$ cat src/rtl/id_stage.sv
// id_stage: MIPS instruction-decode stage.
// Holds the 32x32 register file with write-first bypass, decodes the main
// control word, sign-extends the immediate and detects load-use hazards.
// All outputs are combinational; the ID/EX register captures them.
module id_stage #(
   parameter int NREG = 32
) (
   input  logic        clk,
   input  logic        rst,
   input  logic [31:0] pcin,
   input  logic [31:0] instr,
   input  logic        wb_regwrite,
   input  logic [4:0]  wb_addr,
   input  logic [31:0] wb_data,
   input  logic        ex_memread,
   input  logic [4:0]  ex_rt,
   output logic [31:0] pc,
   output logic [31:0] regd0,
   output logic [31:0] regd1,
   output logic [31:0] instex,
   output logic [4:0]  inst0,
   output logic [4:0]  inst1,
   output logic        regdst,
   output logic        alusrc,
   output logic        branch,
   output logic        memread,
   output logic        memwrite,
   output logic        regwrite,
   output logic        memtoreg,
   output logic [1:0]  aluop,
   output logic        stall,
   output logic [15:0] stall_cnt
);

   localparam logic [5:0] OP_RTYPE = 6'b000000;
   localparam logic [5:0] OP_LW    = 6'b100011;
   localparam logic [5:0] OP_SW    = 6'b101011;
   localparam logic [5:0] OP_BEQ   = 6'b000100;
   localparam logic [5:0] OP_ADDI  = 6'b001000;

   logic [31:0] regs_r [NREG];
   logic [15:0] stall_cnt_r;

   logic [5:0]  opcode_s;
   logic [4:0]  rs_s;
   logic [4:0]  rt_s;
   logic        wb_active_s;
   logic        rt_used_s;
   logic        stall_s;
   logic [8:0]  ctrl_dec_s;
   logic [8:0]  ctrl_s;

   assign opcode_s = instr[31:26];
   assign rs_s     = instr[25:21];
   assign rt_s     = instr[20:16];

   // A write-back is effective only outside reset and never to register 0.
   assign wb_active_s = wb_regwrite && (wb_addr != 5'd0) && !rst;

   // Register file update and saturating stall counter.
   always_ff @(posedge clk) begin
      if (rst) begin
         for (int i = 0; i < NREG; i++) begin
            regs_r[i] <= 32'd0;
         end
         stall_cnt_r <= 16'd0;
      end else begin
         if (wb_active_s) begin
            regs_r[wb_addr] <= wb_data;
         end
         if (stall_s && (stall_cnt_r != 16'hFFFF)) begin
            stall_cnt_r <= stall_cnt_r + 16'd1;
         end
      end
   end

   // Read ports: zero in reset or for r0, bypass from write-back, else array.
   always_comb begin
      regd0 = 32'd0;
      regd1 = 32'd0;
      if (rst || (rs_s == 5'd0)) begin
         regd0 = 32'd0;
      end else if (wb_active_s && (wb_addr == rs_s)) begin
         regd0 = wb_data;
      end else begin
         regd0 = regs_r[rs_s];
      end
      if (rst || (rt_s == 5'd0)) begin
         regd1 = 32'd0;
      end else if (wb_active_s && (wb_addr == rt_s)) begin
         regd1 = wb_data;
      end else begin
         regd1 = regs_r[rt_s];
      end
   end

   // Opcodes that actually read rt as a source operand.
   always_comb begin
      rt_used_s = 1'b0;
      case (opcode_s)
         OP_RTYPE: rt_used_s = 1'b1;
         OP_SW:    rt_used_s = 1'b1;
         OP_BEQ:   rt_used_s = 1'b1;
         default:  rt_used_s = 1'b0;
      endcase
   end

   // Load-use hazard: the load in EX writes a register this instruction reads.
   always_comb begin
      stall_s = 1'b0;
      if (rst) begin
         stall_s = 1'b0;
      end else begin
         stall_s = ex_memread && (ex_rt != 5'd0) &&
                   ((ex_rt == rs_s) || ((ex_rt == rt_s) && rt_used_s));
      end
   end

   // Main decoder; bit order {regdst,alusrc,branch,memread,memwrite,regwrite,memtoreg,aluop}.
   always_comb begin
      ctrl_dec_s = 9'b000000000;
      case (opcode_s)
         OP_RTYPE: ctrl_dec_s = 9'b100001010;
         OP_LW:    ctrl_dec_s = 9'b010101100;
         OP_SW:    ctrl_dec_s = 9'b010010000;
         OP_BEQ:   ctrl_dec_s = 9'b001000001;
         OP_ADDI:  ctrl_dec_s = 9'b010001000;
         default:  ctrl_dec_s = 9'b000000000;
      endcase
   end

   // Reset or stall turns the instruction into a bubble.
   always_comb begin
      ctrl_s = 9'b000000000;
      if (rst || stall_s) begin
         ctrl_s = 9'b000000000;
      end else begin
         ctrl_s = ctrl_dec_s;
      end
   end

   assign {regdst, alusrc, branch, memread, memwrite, regwrite, memtoreg, aluop} = ctrl_s;

   assign pc        = pcin;
   assign instex    = {{16{instr[15]}}, instr[15:0]};
   assign inst0     = instr[20:16];
   assign inst1     = instr[15:11];
   assign stall     = stall_s;
   assign stall_cnt = stall_cnt_r;

endmodule

$ cat config.mk
export PLATFORM = sky130hd
export DESIGN_NAME = id_stage
export DESIGN_NICKNAME = d
export VERILOG_FILES = /design/src/rtl/id_stage.sv
export SDC_FILE = /design/constraint.sdc
export NUM_CORES = 2
export LEC_CHECK = 0
export CORE_MARGIN = 4
export CORE_UTILIZATION = 45
export CTS_CLUSTER_SIZE = 28
export DETAILED_ROUTE_END_ITERATION = 8
export MAX_ROUTING_LAYER = met4
export PLACE_DENSITY = 0.64
export SKIP_CTS_REPAIR_TIMING = 1
export SYNTH_ARGS = -nofsm -noshare
export SYNTH_HDL_FRONTEND = slang
export SYNTH_SLANG_ARGS = --single-unit
$ cat constraint.sdc
create_clock -name clk -period 6.7 [get_ports clk]
set_clock_uncertainty 0.05 [all_clocks]
set_input_delay 1.34 -clock clk [delete_from_list [all_inputs] [get_ports clk]]
set_output_delay 1.34 -clock clk [all_outputs]
set_load 0.005 [all_outputs]
==> results.sh <==
export IMPL_clk_pin_slew_ps=60
export IMPL_yosysSeqAreaShare_pct=54.5
export IMPL_synth_warning_count=0
export IMPL_worst_setup_path_start_kind="input port"
export IMPL_slew_headroom_pct=7.50
export IMPL_critPathBufInv=2
export IMPL_switching_power_mw=4.04
export IMPL_dp_final_hpwl_um=124000
export IMPL_cell_internal_pwr_mw=11.9
export IMPL_drive_above_1_share_pct=16.6
export IMPL_worst_pin_slew_ps=1380
export IMPL_overall_power_mw=15.9
export IMPL_grt_max_degree=61
export IMPL_worst_path_max_fanout=32
export IMPL_cp_required_ps=5310
export IMPL_part_of_the_total_power_dissipated_in_the_clock_network_pct=39.1
export IMPL_arrival_time_worst_endpoint_ps=4890
export IMPL_fillCellCount=10600
export IMPL_routed_wirelength_um=207000
export IMPL_synthCells=4374
export IMPL_placeableCoreArea_um2=126000
export IMPL_die_h_um=364
export IMPL_first_iter_violations=6075
export IMPL_synth_main_ff_cell="sky130_fd_sc_hd__edfxtp_1"
export IMPL_seqPwrFrac_pct=48.2
export IMPL_rsz0062_at_grt="false"
export IMPL_drt_pass1_iterations=6
export IMPL_critical_path_endpoint_type="primary output"
export IMPL_drc=0
export IMPL_synthDistinctLibCells=54
export IMPL_max_cap_violations=0
export IMPL_antenna_violations_before_repair=26
export IMPL_vias=39700
export IMPL_cts_root_buffer_cell="sky130_fd_sc_hd__clkbuf_16"
export IMPL_critical_path_cell_chain="clkdlybuf4s50_1 > nor2b_1 > o31ai_2 > nor4_2 > or3_2 > nor3_1 > a22o_1 > clkdlybuf4s50_1"
export IMPL_floorplan_rows=130
export IMPL_synth_edff_count=1024
export IMPL_final_hold_viol_count=0
export IMPL_initial_utilization_pct=45.4
export IMPL_critPathMaxStageDelay_ps=920
export IMPL_syn_avg_cell_area_um2=13.0
export IMPL_areaGrowthSynthToFinish_pct=12.6
export IMPL_clockBufferDepth=3
export IMPL_grt_overflow_total=0
export IMPL_min_delay_path_class="reg2reg"
export IMPL_fin_nets=4454
export IMPL_tritoncts_num_buffers=110
export IMPL_wl_per_cell_um=34.0
export IMPL_instances_no_fill=6100
export IMPL_period_needed_ps=6280
export IMPL_cts_tree="built"
export IMPL_final_gp_congestion=0.897
export IMPL_ys_top_cells_by_area="sky130_fd_sc_hd__edfxtp_1 (54%), sky130_fd_sc_hd__and2_1 (11%), sky130_fd_sc_hd__mux4_2 (10%)"
export IMPL_critPathSlowestCell="sky130_fd_sc_hd__or3_2"
export IMPL_placement_cell_area_um2=60600
export IMPL_track_usage_pct=31.7
export IMPL_criticalPathCategory="in2out"
export IMPL_final_period_utilization_pct=93.7
export IMPL_finalHoldWorstSlack_ps=521
export IMPL_die_area_um2=133000
export IMPL_max_vdd_ir_drop_mv=0.223
export IMPL_grt_first_pass_wirelength_um=290000
export IMPL_die_width_um=364
export IMPL_outcome="finished clean"
export IMPL_avgViaCountPerCell=6.51
export IMPL_power_density_nw_per_um2=248
export IMPL_fin_setup_tns_ps=0
export IMPL_leakagePower_nw=23.3
export IMPL_setup_viols_final=0
export IMPL_critical_path_most_common_cell="sky130_fd_sc_hd__clkdlybuf4s50_1"
export IMPL_power_switching_fraction_pct=25.4
export IMPL_synth_top_cell_area_share_pct=53.9
export IMPL_clock_sinks=1040
export IMPL_synth_async_reset_ratio_pct=0
export IMPL_setup_slack_ps=425
export IMPL_timing_limited_maximum_frequency_mhz=159
export IMPL_io_pins=274
export IMPL_final_core_util_pct=51.1
export IMPL_number_of_placed_instances_with_taps_included=5881
export IMPL_insertion_delay_ps=730
export IMPL_report_final_slew_viol_count=0
export IMPL_route_antenna_remaining_nets=0
export IMPL_first_global_vias=38500
export IMPL_stdcell_area_um2=64200
export IMPL_syn_area_um2=57000
export IMPL_place_ws_ps=607
export IMPL_ys_seq_elements=1040
export IMPL_port_buffers=156
export IMPL_htreeDepth=3
export IMPL_synth_top_cell_by_area="sky130_fd_sc_hd__edfxtp_1"
export IMPL_crit_family="simple AND/OR/NAND/NOR gates"
export IMPL_power_share_combinational_pct=12.8
## tightest hold or removal path, delay by kind of cell (launching register included)
| kind | cells | cell delay [ps] |
|---|---|---|
| AO/OA/AOI/OAI | 1 | 90 |
| buffers and inverters | 1 | 60 |
| flip-flops | 1 | 340 |
| AND/OR/NAND/NOR | 1 | 40 |
## power by group through the flow
| stage | combinational (mW) | sequential (mW) | clock, mW |
|---|---|---|---|
| 2_1_floorplan | 1.20 | 7.74 | 0 |
| 4_1_cts | 2.00 | 7.67 | 6.25 |
| 3_3_place_gp | 1.98 | 7.78 | 0 |
| 6_report | 2.04 | 7.67 | 6.22 |
| 3_5_place_dp | 1.99 | 7.80 | 0 |
| 5_1_grt | 2.11 | 7.71 | 6.51 |
## final timing paths
check                                  start                          to  slack [ps]  cells after the start
hold reg to reg   stall_cnt[10]$_SDFFE_PP0P_  stall_cnt[10]$_SDFFE_PP0P_         520                      3
setup / recovery                 wb_regwrite                   regd1[19]         420                      8
setup reg to reg   stall_cnt[0]$_SDFFE_PP0P_   stall_cnt[3]$_SDFFE_PP0P_        4050                      7
hold / removal    stall_cnt[10]$_SDFFE_PP0P_  stall_cnt[10]$_SDFFE_PP0P_         520                      3
## state kept, by name (all words and copies together), names as in the netlist
register   cells
stall_cnt     16
regs_r      1024
## cells in the mapped netlist, types with 48 or more instances
library cell and count:
sky130_fd_sc_hd__a21oi_1 121, sky130_fd_sc_hd__a22oi_1 192, sky130_fd_sc_hd__and2_1 994, sky130_fd_sc_hd__buf_1 55, sky130_fd_sc_hd__buf_2 61, sky130_fd_sc_hd__buf_4 77
sky130_fd_sc_hd__clkbuf_1 324, sky130_fd_sc_hd__edfxtp_1 1024, sky130_fd_sc_hd__mux2_2 48, sky130_fd_sc_hd__mux2i_1 529, sky130_fd_sc_hd__mux4_2 256, sky130_fd_sc_hd__nand2_1 147
sky130_fd_sc_hd__nand3_1 113, sky130_fd_sc_hd__nor2_1 85, sky130_fd_sc_hd__o22ai_1 64
## area by class of cell
class                           count  area [µm²]  area share [%]
Clock inverter                     58         628           0.978
Clock buffer                      142        2950            4.59
Multi-Input combinational cell   2837       24000            37.4
Inverter                           10        37.5          0.0584
Tap cell                         1650        2060            3.21
Antenna cell                       19        47.5          0.0740
Sequential cell                  1040       31100            48.4
Timing Repair Buffer              344        3400            5.29
## cells in the final DEF (no fill, tap or decap), types with 28 or more instances in the layout
cell type                            n
sky130_fd_sc_hd__mux4_2            256
sky130_fd_sc_hd__mux2_2             48
sky130_fd_sc_hd__and2_1            992
sky130_fd_sc_hd__conb_1             32
sky130_fd_sc_hd__nor3_1             29
sky130_fd_sc_hd__clkbuf_16         113
sky130_fd_sc_hd__clkdlybuf4s50_1   145
sky130_fd_sc_hd__mux2i_1           529
sky130_fd_sc_hd__buf_12             34
sky130_fd_sc_hd__nand2_1           147
sky130_fd_sc_hd__nor2_4             33
sky130_fd_sc_hd__nor2_1             52
sky130_fd_sc_hd__o22ai_1            64
sky130_fd_sc_hd__buf_4             159
sky130_fd_sc_hd__a21oi_1           121
sky130_fd_sc_hd__clkbuf_1           28
sky130_fd_sc_hd__a22oi_1           192
sky130_fd_sc_hd__or2_2              35
sky130_fd_sc_hd__edfxtp_1         1024
sky130_fd_sc_hd__nand3_1           113
## metal layers
layer	share of wire (%)	track usage (%)	wire length, µm
met3	13	8.79	27500
met1	38	42.4	79300
met2	44	45.9	91000
met5	0	-	0
met4	4.6	12.9	9520
## cell families after synthesis
kind of cell	Yosys count	share of synthesized area, %
and+or+nand+nor	1475	14.9
DFF	1040	54.5
muxes	838	20.4
buffers and inverters	528	4.13
AOI/OAI and AO/OA	466	5.67
xor gates and xnor gates	25	0.384
adders and majority gates	1	0.0219
other	1	0.00657
Note: power is estimated with default switching activity, not from simulation.
